==> src/rtl/flb_therm_ramp_decoder_if.sv <==
// Code handshake and decoded cell-matrix lines between the DPLL loop filter
// and the FLB row/column thermometer decoder.
interface flb_therm_ramp_decoder_if #(
  parameter int ROW_W = 4,
  parameter int COL_W = 4
);
  localparam int N  = ROW_W + COL_W;
  localparam int NR = 1 << ROW_W;
  localparam int NC = 1 << COL_W;

  logic [N-1:0]  code_i;
  logic          code_valid_i;
  logic          code_ready_o;
  logic          ramp_en_i;
  logic          hold_i;
  logic [NR-1:0] row_full_o;
  logic [NR-1:0] row_act_o;
  logic [NC-1:0] col_o;
  logic          row_odd_o;
  logic          done_o;

  modport master (
    output code_i, code_valid_i, ramp_en_i, hold_i,
    input  code_ready_o, row_full_o, row_act_o, col_o, row_odd_o, done_o
  );

  modport slave (
    input  code_i, code_valid_i, ramp_en_i, hold_i,
    output code_ready_o, row_full_o, row_act_o, col_o, row_odd_o, done_o
  );
endinterface

==> src/rtl/flb_therm_ramp_decoder.sv <==
// Slew-limited binary to serpentine row/column thermometer decoder for the
// FLB DCO unit-cell matrix; all matrix lines are registered.
module flb_therm_ramp_decoder #(
  parameter int ROW_W    = 4,
  parameter int COL_W    = 4,
  parameter int STEP_MAX = 1
) (
  input  logic                     clk,
  input  logic                     rst_n,
  flb_therm_ramp_decoder_if.slave  bus
);
  localparam int N  = ROW_W + COL_W;
  localparam int NR = 1 << ROW_W;
  localparam int NC = 1 << COL_W;
  localparam logic [N-1:0] STEP_N = N'(STEP_MAX);

  logic [N-1:0]      r_cur;
  logic [N-1:0]      r_tgt;
  logic              r_busy;
  logic              r_done;
  logic [NR-1:0]     r_row_full;
  logic [NR-1:0]     r_row_act;
  logic [NC-1:0]     r_col;
  logic              r_row_odd;

  logic signed [N:0] w_diff;
  logic [N:0]        w_mag;
  logic              w_step;
  logic              w_accept;
  logic [N-1:0]      w_cur_nxt;
  logic [ROW_W-1:0]  w_row;
  logic [COL_W-1:0]  w_colc;

  function automatic logic [NR-1:0] f_row_full(input logic [ROW_W-1:0] r);
    logic [NR-1:0] v;
    for (int i = 0; i < NR; i++) v[i] = (i < int'(r));
    return v;
  endfunction

  function automatic logic [NR-1:0] f_row_act(input logic [ROW_W-1:0] r);
    logic [NR-1:0] v;
    for (int i = 0; i < NR; i++) v[i] = (i == int'(r));
    return v;
  endfunction

  // Odd rows fill from the far end: cells are on where the line is low.
  function automatic logic [NC-1:0] f_col(input logic odd, input logic [COL_W-1:0] c);
    logic [NC-1:0] v;
    int            ones;
    ones = odd ? (NC - int'(c)) : int'(c);
    for (int i = 0; i < NC; i++) v[i] = (i < ones);
    return v;
  endfunction

  always_comb begin
    w_diff    = $signed({1'b0, r_tgt}) - $signed({1'b0, r_cur});
    w_mag     = w_diff[N] ? $unsigned(-w_diff) : $unsigned(w_diff);
    w_step    = r_busy & ~bus.hold_i;
    w_accept  = ~r_busy & bus.code_valid_i;
    w_cur_nxt = r_cur;
    if (w_step) begin
      if (bus.ramp_en_i && (w_mag > {1'b0, STEP_N}))
        w_cur_nxt = w_diff[N] ? (r_cur - STEP_N) : (r_cur + STEP_N);
      else
        w_cur_nxt = r_tgt;
    end
    w_row  = w_cur_nxt[N-1:COL_W];
    w_colc = w_cur_nxt[COL_W-1:0];
  end

  // Stage boundary: applied code, handshake state and decoded lines.
  always_ff @(posedge clk) begin
    if (!rst_n) begin
      r_cur      <= '0;
      r_tgt      <= '0;
      r_busy     <= 1'b0;
      r_done     <= 1'b0;
      r_row_full <= '0;
      r_row_act  <= NR'(1);
      r_col      <= '0;
      r_row_odd  <= 1'b0;
    end else begin
      r_cur  <= w_cur_nxt;
      r_done <= 1'b0;
      if (w_step && (w_cur_nxt == r_tgt)) begin
        r_busy <= 1'b0;
        r_done <= 1'b1;
      end
      if (w_accept) begin
        r_tgt  <= bus.code_i;
        r_busy <= 1'b1;
      end
      r_row_full <= f_row_full(w_row);
      r_row_act  <= f_row_act(w_row);
      r_col      <= f_col(w_row[0], w_colc);
      r_row_odd  <= w_row[0];
    end
  end

  assign bus.code_ready_o = ~r_busy;
  assign bus.row_full_o   = r_row_full;
  assign bus.row_act_o    = r_row_act;
  assign bus.col_o        = r_col;
  assign bus.row_odd_o    = r_row_odd;
  assign bus.done_o       = r_done;
endmodule
==> src/flat_wrapper.sv <==
// flat-port wrapper written by rule: the top's interface ports become plain ports
module flb_therm_ramp_decoder_flat 
#(
  parameter int ROW_W    = 4,
  parameter int COL_W    = 4,
  parameter int STEP_MAX = 1
)
  (clk, rst_n, bus_code_i, bus_code_valid_i, bus_ramp_en_i, bus_hold_i, bus_code_ready_o, bus_row_full_o, bus_row_act_o, bus_col_o, bus_row_odd_o, bus_done_o);
  flb_therm_ramp_decoder_if #(.ROW_W(ROW_W), .COL_W(COL_W)) bus_i ();
  input  logic clk;
  input  logic rst_n;
  input wire logic [$bits(bus_i.code_i)-1:0] bus_code_i;
  input wire logic [$bits(bus_i.code_valid_i)-1:0] bus_code_valid_i;
  input wire logic [$bits(bus_i.ramp_en_i)-1:0] bus_ramp_en_i;
  input wire logic [$bits(bus_i.hold_i)-1:0] bus_hold_i;
  output wire logic [$bits(bus_i.code_ready_o)-1:0] bus_code_ready_o;
  output wire logic [$bits(bus_i.row_full_o)-1:0] bus_row_full_o;
  output wire logic [$bits(bus_i.row_act_o)-1:0] bus_row_act_o;
  output wire logic [$bits(bus_i.col_o)-1:0] bus_col_o;
  output wire logic [$bits(bus_i.row_odd_o)-1:0] bus_row_odd_o;
  output wire logic [$bits(bus_i.done_o)-1:0] bus_done_o;
  assign bus_i.code_i = bus_code_i;
  assign bus_i.code_valid_i = bus_code_valid_i;
  assign bus_i.ramp_en_i = bus_ramp_en_i;
  assign bus_i.hold_i = bus_hold_i;
  assign bus_code_ready_o = bus_i.code_ready_o;
  assign bus_row_full_o = bus_i.row_full_o;
  assign bus_row_act_o = bus_i.row_act_o;
  assign bus_col_o = bus_i.col_o;
  assign bus_row_odd_o = bus_i.row_odd_o;
  assign bus_done_o = bus_i.done_o;
  flb_therm_ramp_decoder #(.ROW_W(ROW_W), .COL_W(COL_W), .STEP_MAX(STEP_MAX)) u_core (.clk(clk), .rst_n(rst_n), .bus(bus_i));
endmodule
==> config.mk <==
export PLATFORM = sky130hd
export DESIGN_NAME = flb_therm_ramp_decoder_flat
export DESIGN_NICKNAME = d
export VERILOG_FILES = /design/src/rtl/flb_therm_ramp_decoder_if.sv /design/src/rtl/flb_therm_ramp_decoder.sv /design/src/flat_wrapper.sv
export SDC_FILE = /design/constraint.sdc
export NUM_CORES = 1
export LEC_CHECK = 0
export CORE_ASPECT_RATIO = 2
export CORE_MARGIN = 4
export CORE_UTILIZATION = 45
export DETAILED_ROUTE_END_ITERATION = 8
export GPL_ROUTABILITY_DRIVEN = 1
export PLACE_DENSITY = 0.79
export SYNTH_ARGS = -nofsm -noshare
export SYNTH_HDL_FRONTEND = slang
export SYNTH_SLANG_ARGS = --single-unit
==> constraint.sdc <==
create_clock -name clk -period 7 [get_ports clk]
set_clock_uncertainty 0.1 [all_clocks]
set_input_delay 1.4 -clock clk [delete_from_list [all_inputs] [get_ports clk]]
set_output_delay 1.4 -clock clk [all_outputs]
set_load 0.01 [all_outputs]
==> results.toml <==
[status]
status = "completed"

[drt]
wl_per_cell_um = 17.2
viasPerCell = 5.52
vias = 2924
drt-initial-drc-count = 130
drc_errors = 0
ant_nets = 0
firstDrtPassIters = 4
drt-total-wl_um = 9120

[clock_network]
postCtsSetupBuffers = 0
cts_root_buf = "clkbuf_16"
cts_tree = "yes"
clk_latency_ns = 0.33
cts_resized = 0
numCtsBuffers = 9
clock_sinks = 64
htreeDepth = 3
clk_pin_slew_ns = 0.05
clk_path_buf_depth = 2
hold_buffers = 0

[setup_path]
slowest_delay_ns = 0.66
reg2reg_from = "u_core.r_cur[0]"
cp_cell_sequence = "ha_1, inv_1, fa_1, a21o_1, a221oi_4, o21a_4, o41ai_1, and3b_1, o311ai_1, o21ai_0, a311o_2, clkinv_2, ha_1, inv_1, o31a_1, nor4_1, o21ai_1, o31ai_1"
startpoint_type = "register"
r2r_slack_ns = 1.92
required_ns = 7.14
arrival_ns = 5.22
crit_type = "register to register"
worst_setup_path_end_kind = "register"
cpMaxStageDelayCell = "o311ai_1"
crit_path_max_fanout = 10
timing.rr.end = "u_core.bus.col_o[14]"
reg2reg_depth = 18

[grt]
track_usage = 0.211
grt_pass1_vias = 3046
grt_max_degree = 18
grt_first_pass_wirelength_um = 14800
grt_antenna_before_repair = 0
overflow = 0

[floorplan]
die_w_um = 69.4
start_util = 0.463
dieArea_um2 = 9070
core_area_um2 = 7320
num_rows = 44
num_io_pins = 64
die_h_um = 131

[synthesis]
synth_warnings = 0
ys_types = 73
ys_seq_area_frac = 0.378
synth_edf_count = 0
synth_common_cells = "dfxtp_1, nor2_1, inv_1, nand2_1, a21oi_1"
avgSynthCellArea_um2 = 9.09
synth.most_common_cell = "dfxtp_1"
synth_top_area_share = 0.378
syn_area_um2 = 3390
ys.flop_type = "dfxtp_1"
async_flop_share = 0
syn_nets = 404
synthCells = 373
synth-seq-cells = 64
synth_area_leader_cell = "dfxtp_1"
synth.area.top_cells = "dfxtp_1, ha_1, nor2_1"

[place]
io_buffers = 62
dpl_cell_area_um2 = 4060
place.gp.congestion = 0.913
dp_hpwl_um = 7140

[min_path]
min_path_type = "register to register"
hold-path-endpoint = "u_core.r_tgt[7]"
hold_depth = 2
worstHoldStart = "u_core.r_tgt[7]"

[power]
power.leakage_nw = 1.78
power_density_nw_per_um2 = 296
ir_drop_mv = 0.204

[final_layout]
antenna-diode-count = 0
nets = 465
design_area_um2 = 4360
drive_gt1_frac = 0.100
nFillCells = 629
area_growth_syn_to_layout_pct = 28.7

[timing]
slew_headroom = 0.219
fin_crit_ns = 5.08
finalCritPeriodShare = 0.726
fin_setup_tns_ns = 0
tightestPinTransition_ns = 1.14
maxSlewViolCount = 0
hold_viol = 0
setup_viol = 0
rsz0062_at_grt = "no"
max_freq_mhz = 197

[job]
maxCapViolCount = 0
## worst max-delay path by stage
stage                          startpoint              endpoint  slack (ns)  cells after the start
final                     u_core.r_cur[0]  u_core.bus.col_o[14]        1.92                     18
after floorplan           u_core.r_cur[0]  u_core.bus.col_o[14]        2.59                     18
after global placement    u_core.r_cur[0]  u_core.bus.col_o[14]        2.19                     18
after global routing      u_core.r_cur[0]  u_core.bus.col_o[14]        1.49                     18
after CTS                 u_core.r_cur[0]  u_core.bus.col_o[14]        1.98                     18
after detailed placement  u_core.r_cur[0]  u_core.bus.col_o[14]        1.98                     18
## final cells by class
| type | instances | area, um^2 | share of cell area |
|---|---|---|---|
| Multi-Input combinational cell | 263 | 1910 | 0.437 |
| Sequential cell | 64 | 1280 | 0.294 |
| Timing Repair Buffer | 63 | 628 | 0.144 |
| Clock buffer | 11 | 253 | 0.0579 |
| Inverter | 33 | 125 | 0.0287 |
| Tap cell | 92 | 115 | 0.0264 |
| Clock inverter | 4 | 53.8 | 0.0123 |
## kinds of logic after synthesis
group / Yosys count / synth area share
adder cells (fa/ha/maj): 18 / 0.0709
XOR/XNOR: 23 / 0.0639
multiplexers: 13 / 0.0388
flip-flops: 64 / 0.378
other: 1 / 0.00111
buffers and inverters: 46 / 0.0598
AND/OR/NAND/NOR: 119 / 0.178
AO/OA/AOI/OAI: 89 / 0.209
## metal layers
metal	wire length, um	track usage	vias up
li1	-	-	1448
met1	3140	0.197	1347
met2	5030	0.394	88
met3	292	0.0337	41
met4	650	0.184	0
met5	0	0	-
## worst max-delay path, delay by kind of cell (launching register included)
family / cells / cell delay (ns)
compound gates: 10 / 2.90
simple gates: 2 / 0.44
fa+ha+maj: 3 / 0.82
flops: 1 / 0.41
buf+inv: 3 / 0.31
## through the flow
stage          hold WS [ns]  utilization  worst slack [ns]  power [mW]  instances
2_1_floorplan         0.429            -              2.59       0.723        373
3_3_place_gp          0.464        0.554              2.19       0.837        515
3_5_place_dp          0.472        0.554              1.98       0.846        515
4_1_cts               0.488        0.596              1.98        1.30        530
5_1_grt               0.511        0.596              1.49        1.36        530
6_report              0.488        0.596              1.92        1.29        530
## where the power goes
group | internal [mW] | switching, mW | total [mW] | leakage [nW]
Sequential | 0.393 | 0.0152 | 0.408 | 0.520
Combinational | 0.182 | 0.253 | 0.435 | 1.11
Clock | 0.293 | 0.156 | 0.449 | 0.144
## flip-flops by register name (all words and copies together) (netlist names)
signal                 flops
u_core.r_busy              1
u_core.bus.done_o          1
u_core.r_tgt               8
u_core.bus.col_o          16
u_core.bus.row_act_o      16
u_core.bus.row_full_o     15
u_core.r_cur               7
## placed cells by master, fill, tap and decap left out, types with 3 or more instances in the layout
cell type / count
inv_1: 31
a21o_1: 4
nand4_1: 3
dfxtp_1: 64
and3_1: 4
mux2i_1: 12
nor3b_1: 3
nand2b_1: 6
a21oi_1: 23
ha_1: 16
nand2_1: 25
xnor2_1: 16
or3_1: 3
xor2_1: 5
nor4_1: 4
nor2_1: 38
clkbuf_16: 9
clkdlybuf4s50_1: 62
a211oi_1: 3
a31oi_1: 5
nand3_1: 8
o21ai_1: 7
o31ai_1: 3
o21bai_1: 4
nor3_2: 4
o21ai_0: 5
nor3_1: 11
No activity file was read; power rests on OpenSTA's default activity.
